<file path="src/rtl/mem_request_queue.sv">
// In-order request queue between the trace parser and the DRAM command scheduler.
// Entries carry {opcode, address, age}; the oldest entry is offered through a valid/ready handshake.
module mem_request_queue #(
  parameter int ADDRESS_WIDTH = 32,
  parameter int DEPTH         = 16,
  parameter int AGE_WIDTH     = 8
) (
  input  logic                       clk,
  input  logic                       rst,
  input  logic [1:0]                 opcode,
  input  logic [ADDRESS_WIDTH-1:0]   address,
  output logic                       op_ready_s,
  output logic                       req_valid,
  output logic [1:0]                 req_opcode,
  output logic [ADDRESS_WIDTH-1:0]   req_address,
  output logic [AGE_WIDTH-1:0]       req_age,
  input  logic                       req_ready,
  output logic [$clog2(DEPTH):0]     count,
  output logic                       full,
  output logic                       empty
);

  localparam int PTR_W = $clog2(DEPTH);
  localparam int CNT_W = PTR_W + 1;
  localparam logic [AGE_WIDTH-1:0] AGE_MAX = '1;

  typedef enum logic [1:0] {
    OP_READ   = 2'd0,
    OP_WRITE  = 2'd1,
    OP_IFETCH = 2'd2,
    OP_NOP    = 2'd3
  } opcode_e;

  logic [1:0]               opcode_mem [DEPTH];
  logic [ADDRESS_WIDTH-1:0] addr_mem   [DEPTH];
  logic [AGE_WIDTH-1:0]     age_mem    [DEPTH];

  logic [PTR_W-1:0] wr_ptr;
  logic [PTR_W-1:0] rd_ptr;
  logic [DEPTH-1:0] entry_valid;
  logic             push;
  logic             pop;

  assign full       = (count == CNT_W'(DEPTH));
  assign empty      = (count == '0);
  assign req_valid  = ~empty;
  assign op_ready_s = ~rst & ~full;
  assign push       = op_ready_s & (opcode != OP_NOP);
  assign pop        = req_valid & req_ready;

  // An entry is live when its distance from the head is below the occupancy.
  always_comb begin
    entry_valid = '0;
    for (int i = 0; i < DEPTH; i++) begin
      entry_valid[i] = ({1'b0, PTR_W'(PTR_W'(i) - rd_ptr)} < count);
    end
  end

  // NOTE: every output gets a default before the conditional, so no latch can be inferred.
  always_comb begin
    req_opcode  = '0;
    req_address = '0;
    req_age     = '0;
    if (req_valid) begin
      req_opcode  = opcode_mem[rd_ptr];
      req_address = addr_mem[rd_ptr];
      req_age     = age_mem[rd_ptr];
    end
  end

  // NOTE: sequential state uses non-blocking assignments so all registers update from pre-edge values.
  always_ff @(posedge clk) begin
    if (rst) begin
      wr_ptr <= '0;
      rd_ptr <= '0;
      count  <= '0;
      for (int i = 0; i < DEPTH; i++) age_mem[i] <= '0;
    end else begin
      if (push) wr_ptr <= wr_ptr + 1'b1;
      if (pop)  rd_ptr <= rd_ptr + 1'b1;
      case ({push, pop})
        2'b10:   count <= count + 1'b1;
        2'b01:   count <= count - 1'b1;
        default: count <= count;
      endcase
      for (int i = 0; i < DEPTH; i++) begin
        if (push && (PTR_W'(i) == wr_ptr)) begin
          age_mem[i] <= '0;
        end else if (entry_valid[i] && (age_mem[i] != AGE_MAX)) begin
          age_mem[i] <= age_mem[i] + 1'b1;
        end
      end
    end
  end

  // NOTE: payload storage is deliberately left out of reset; only the pointers and count define validity.
  always_ff @(posedge clk) begin
    if (push) begin
      opcode_mem[wr_ptr] <= opcode;
      addr_mem[wr_ptr]   <= address;
    end
  end

  push_while_full : assert property (@(posedge clk) disable iff (rst) !(push && (count == CNT_W'(DEPTH))))
    else $error("push while queue full");
  pop_while_empty : assert property (@(posedge clk) disable iff (rst) !(pop && (count == '0)))
    else $error("pop while queue empty");

endmodule

</file>
<file path="config.mk">
export PLATFORM = sky130hd
export DESIGN_NAME = mem_request_queue
export DESIGN_NICKNAME = d
export VERILOG_FILES = /design/src/rtl/mem_request_queue.sv
export SDC_FILE = /design/constraint.sdc
export NUM_CORES = 1
export LEC_CHECK = 0
export CAP_MARGIN = 20
export CORE_ASPECT_RATIO = 1.2
export CORE_MARGIN = 2
export CORE_UTILIZATION = 60
export DETAILED_ROUTE_END_ITERATION = 6
export PLACE_DENSITY = 0.78
export SYNTH_ARGS = -nofsm -noshare
export SYNTH_HDL_FRONTEND = slang
export SYNTH_SLANG_ARGS = --single-unit
</file>
<file path="constraint.sdc">
create_clock -name clk -period 13.25 [get_ports clk]
set_input_delay 2.65 -clock clk [delete_from_list [all_inputs] [get_ports clk]]
set_output_delay 2.65 -clock clk [all_outputs]
set_load 0.005 [all_outputs]
</file>
==> flow_metrics.py <==
metrics = {
    "outcome": {
        "outcome": "finished, final reports clean",
    },
    "global_routing": {
        "grt_max_degree": 134,
        "overflow": 0,
        "grt_antenna_before_repair": 2,
        "grt_pass1_vias": 17154,
        "grt_pass1_wl_mm": 105,
        "track_usage": 0.268,
    },
    "sta": {
        "clock.fmax_mhz": 148,
        "skew_ns": 0.0189,
        "holdWs_ns": 0.588,
        "worst_slew_margin_rel": 0.208,
        "rsz0062_at_grt": "no",
        "fin_tns_setup_ns": 0,
        "slew_violations": 0,
        "finalCritPeriodShare": 0.510,
        "min_period_ns": 6.76,
        "tightest_slew_ns": 1.19,
        "setup_viol": 0,
        "finalHoldViolCount": 0,
    },
    "setup_path": {
        "critPathRequiredTime_ns": 10.60,
        "crit_path_start_kind": "register",
        "critPathMaxFanout": 133,
        "critPathArrivalTime_ns": 4.11,
        "end_kind": "output port",
        "worstSetupPathType": "register to output port",
        "ff2ff_path_depth": 7,
    },
    "cts": {
        "cts_resized": 0,
        "cts_hold_buffers": 0,
        "clockBufferDepth": 3,
        "clk_latency_ns": 0.62,
        "cts_made_buffers": 68,
        "clk_pin_slew_ns": 0.06,
        "ctsHtreeMaxLevel": 3,
        "cts_root_buf": "clkbuf_16",
        "cts_sinks": 689,
        "tritoncts": "done",
        "cts_setup_buffers": 0,
    },
    "power": {
        "power_switching_mw": 2.06,
        "swShare": 0.311,
        "p_seq_frac": 0.447,
        "power.leakage_nw": 10.9,
        "irDropWorstVdd_uv": 155,
        "pwr-share-comb": 0.271,
        "p_per_area_nw_per_um2": 195,
        "intPower_mw": 4.58,
        "clockPowerShare": 0.282,
    },
    "placed_design": {
        "hpwl_mm": 38.4,
        "place.gp.congestion": 0.868,
        "io_buffer_count": 87,
        "post-place-cells": 2404,
    },
    "cells_and_area": {
        "regArea_sq_um": 20500,
        "final_cells": 2537,
        "post-route-util": 0.681,
        "syn2layout_area_growth_pct": 12.6,
        "nets": 1936,
        "filler_cell_count": 3131,
        "drive_above_1_share": 0.192,
        "multi_input_area_sq_um": 9340,
    },
    "yosys": {
        "yosysTopAreaCellShare": 0.666,
        "ys_seq_area_frac": 0.677,
        "synth_area_leaders": "edfxtp_1 (67%), mux4_2 (12%), ha_1 (2.5%)",
        "synthArstFlopShare": 0,
        "synth-main-ff-cell": "edfxtp_1",
        "postSynthNetCount": 1829,
        "synth_edf_count": 672,
        "netlist_area_sq_um": 30300,
        "synth.avg_cell_area_sq_um": 17.5,
        "synth_top_area_cell": "edfxtp_1",
        "ys_warn_count": 0,
        "synth-seq-cells": 689,
        "synth_cell_types": 59,
        "synthCells": 1731,
    },
    "route": {
        "wl_per_cell_um": 27.0,
        "wirelength_mm": 68.4,
        "firstDrtPassIters": 6,
        "drt_iter0_markers": 2188,
        "ant_nets": 0,
        "vias": 16744,
        "routed_via_density": 6.60,
        "post-route-drc-count": 0,
    },
    "floorplanning": {
        "core_sq_um": 50100,
        "die_h_um": 250,
        "core.rowCount": 90,
        "die_area_sq_um": 52300,
        "fp.dieW_um": 209,
        "start_util": 0.605,
        "ios": 88,
    },
    "worst_hold_path": {
        "hold-path-cell-count": 2,
        "hold_class": "register to register",
    },
    "flow_run": {
        "cap_viol_max_count": 0,
    },
}
## worst max-delay path: stages (launching register included)
cell             delay, ns
dfxtp_4               0.73
buf_12                0.68
mux4_2                0.64
mux2i_1               0.33
nor3_1                0.10
a221o_1               0.28
clkdlybuf4s50_1       0.46
## layout make-up
cell class,instances,share of cell area
Inverter,47,0.00517
Clock buffer,85,0.0524
Antenna cell,1,0.0000733
Timing Repair Buffer,120,0.0330
Tap cell,644,0.0236
Sequential cell,689,0.602
Multi-Input combinational cell,912,0.274
Clock inverter,39,0.0105
## power by group through the flow
stage,Combinational (mW),Clock (mW),Sequential (mW)
detailed placement,1.77,0,3.01
finish,1.80,1.87,2.97
floorplan,1.21,0,2.88
CTS,1.79,1.89,2.96
global placement,1.73,0,2.99
global route,1.94,1.97,3.00
## synth_stat cells (5+ instances only)
cell and instances:
a211oi_1 7, a21o_1 14, a21oi_1 8, a221o_1 42, a31o_2 5, a31oi_1 6, and2_1 9, and3_1 28
and4_1 7, buf_1 10, buf_2 30, clkbuf_1 38, dfxtp_1 17, edfxtp_1 672, ha_1 60, inv_1 46
mux2_2 35, mux2i_1 10, mux4_2 168, nand2_1 50, nand2b_1 11, nand3_1 43, nand4_1 11, nor2_1 50
nor2b_1 40, nor3_1 92, nor4_1 30, o211ai_1 5, o21ai_0 13, o2bb2ai_1 11, o31ai_1 5, xnor2_1 49
xor2_1 62
## sequential cells by signal, summed over array words and instances (netlist names), named ones only
| signal | flops |
|---|---|
| opcode_mem | 32 |
| age_mem | 128 |
| rd_ptr | 4 |
| count | 5 |
| addr_mem | 512 |
| wr_ptr | 4 |
## through the flow
| step | total power [mW] | worst slack (ns) | instance area, sq um |
|---|---|---|---|
| floorplan | 4.09 | 6.81 | 30300 |
| global placement | 4.71 | 6.89 | 31900 |
| detailed placement | 4.78 | 6.77 | 31900 |
| CTS | 6.65 | 6.52 | 34100 |
| global route | 6.91 | 6.28 | 34100 |
| finish | 6.64 | 6.49 | 34100 |
## final timing paths
path | endpoint | slack, ns | startpoint
setup / recovery | req_age[0] | 6.49 | register
hold / removal | wr_ptr[1] | 0.59 | wr_ptr[1]
setup reg to reg | age_mem[9][3] | 9.51 | rd_ptr[2]
hold reg to reg | wr_ptr[1] | 0.59 | wr_ptr[1]
## kinds of logic (layout without fill, tap and decap cells)
group,after synthesis,in the layout,synth area share
DFF,689,689,0.677
muxes,213,213,0.141
adders and majority gates,61,61,0.0254
other,0,1,0
buffers and inverters,130,291,0.0183
xor gates and xnor gates,111,111,0.0321
AOI/OAI and AO/OA,141,141,0.0382
and+or+nand+nor,386,386,0.0676
## cell usage in the layout (no fill, tap or decap), types with 6 or more instances in the layout
cell type	Yosys	final
edfxtp_1	672	672
mux4_2	168	168
nor3_1	92	89
clkdlybuf4s50_1	0	86
clkbuf_16	0	69
xor2_1	62	62
ha_1	60	60
nand2_1	50	50
xnor2_1	49	49
inv_1	46	44
nor2_1	50	44
nand3_1	43	43
a221o_1	42	42
nor2b_1	40	38
mux2_2	35	35
nor4_1	30	30
and3_1	28	26
buf_4	2	24
clkbuf_1	38	16
clkinv_2	0	16
dfxtp_1	17	14
clkinv_1	1	13
o21ai_0	13	13
a21o_1	14	13
nand2b_1	11	11
o2bb2ai_1	11	11
nand4_1	11	11
mux2i_1	10	10
and2_1	9	9
a21oi_1	8	8
and4_1	7	7
a211oi_1	7	7
nor2_4	0	6
a31oi_1	6	6
## metal layers
metal	global-route usage	vias up	share of wire
met5	0	-	0.00028
met4	0.0882	4	0.024
met3	0.0436	117	0.078
met2	0.445	746	0.50
met1	0.368	8641	0.39
li1	-	7236	-
Power figures use the tool's default switching activity.
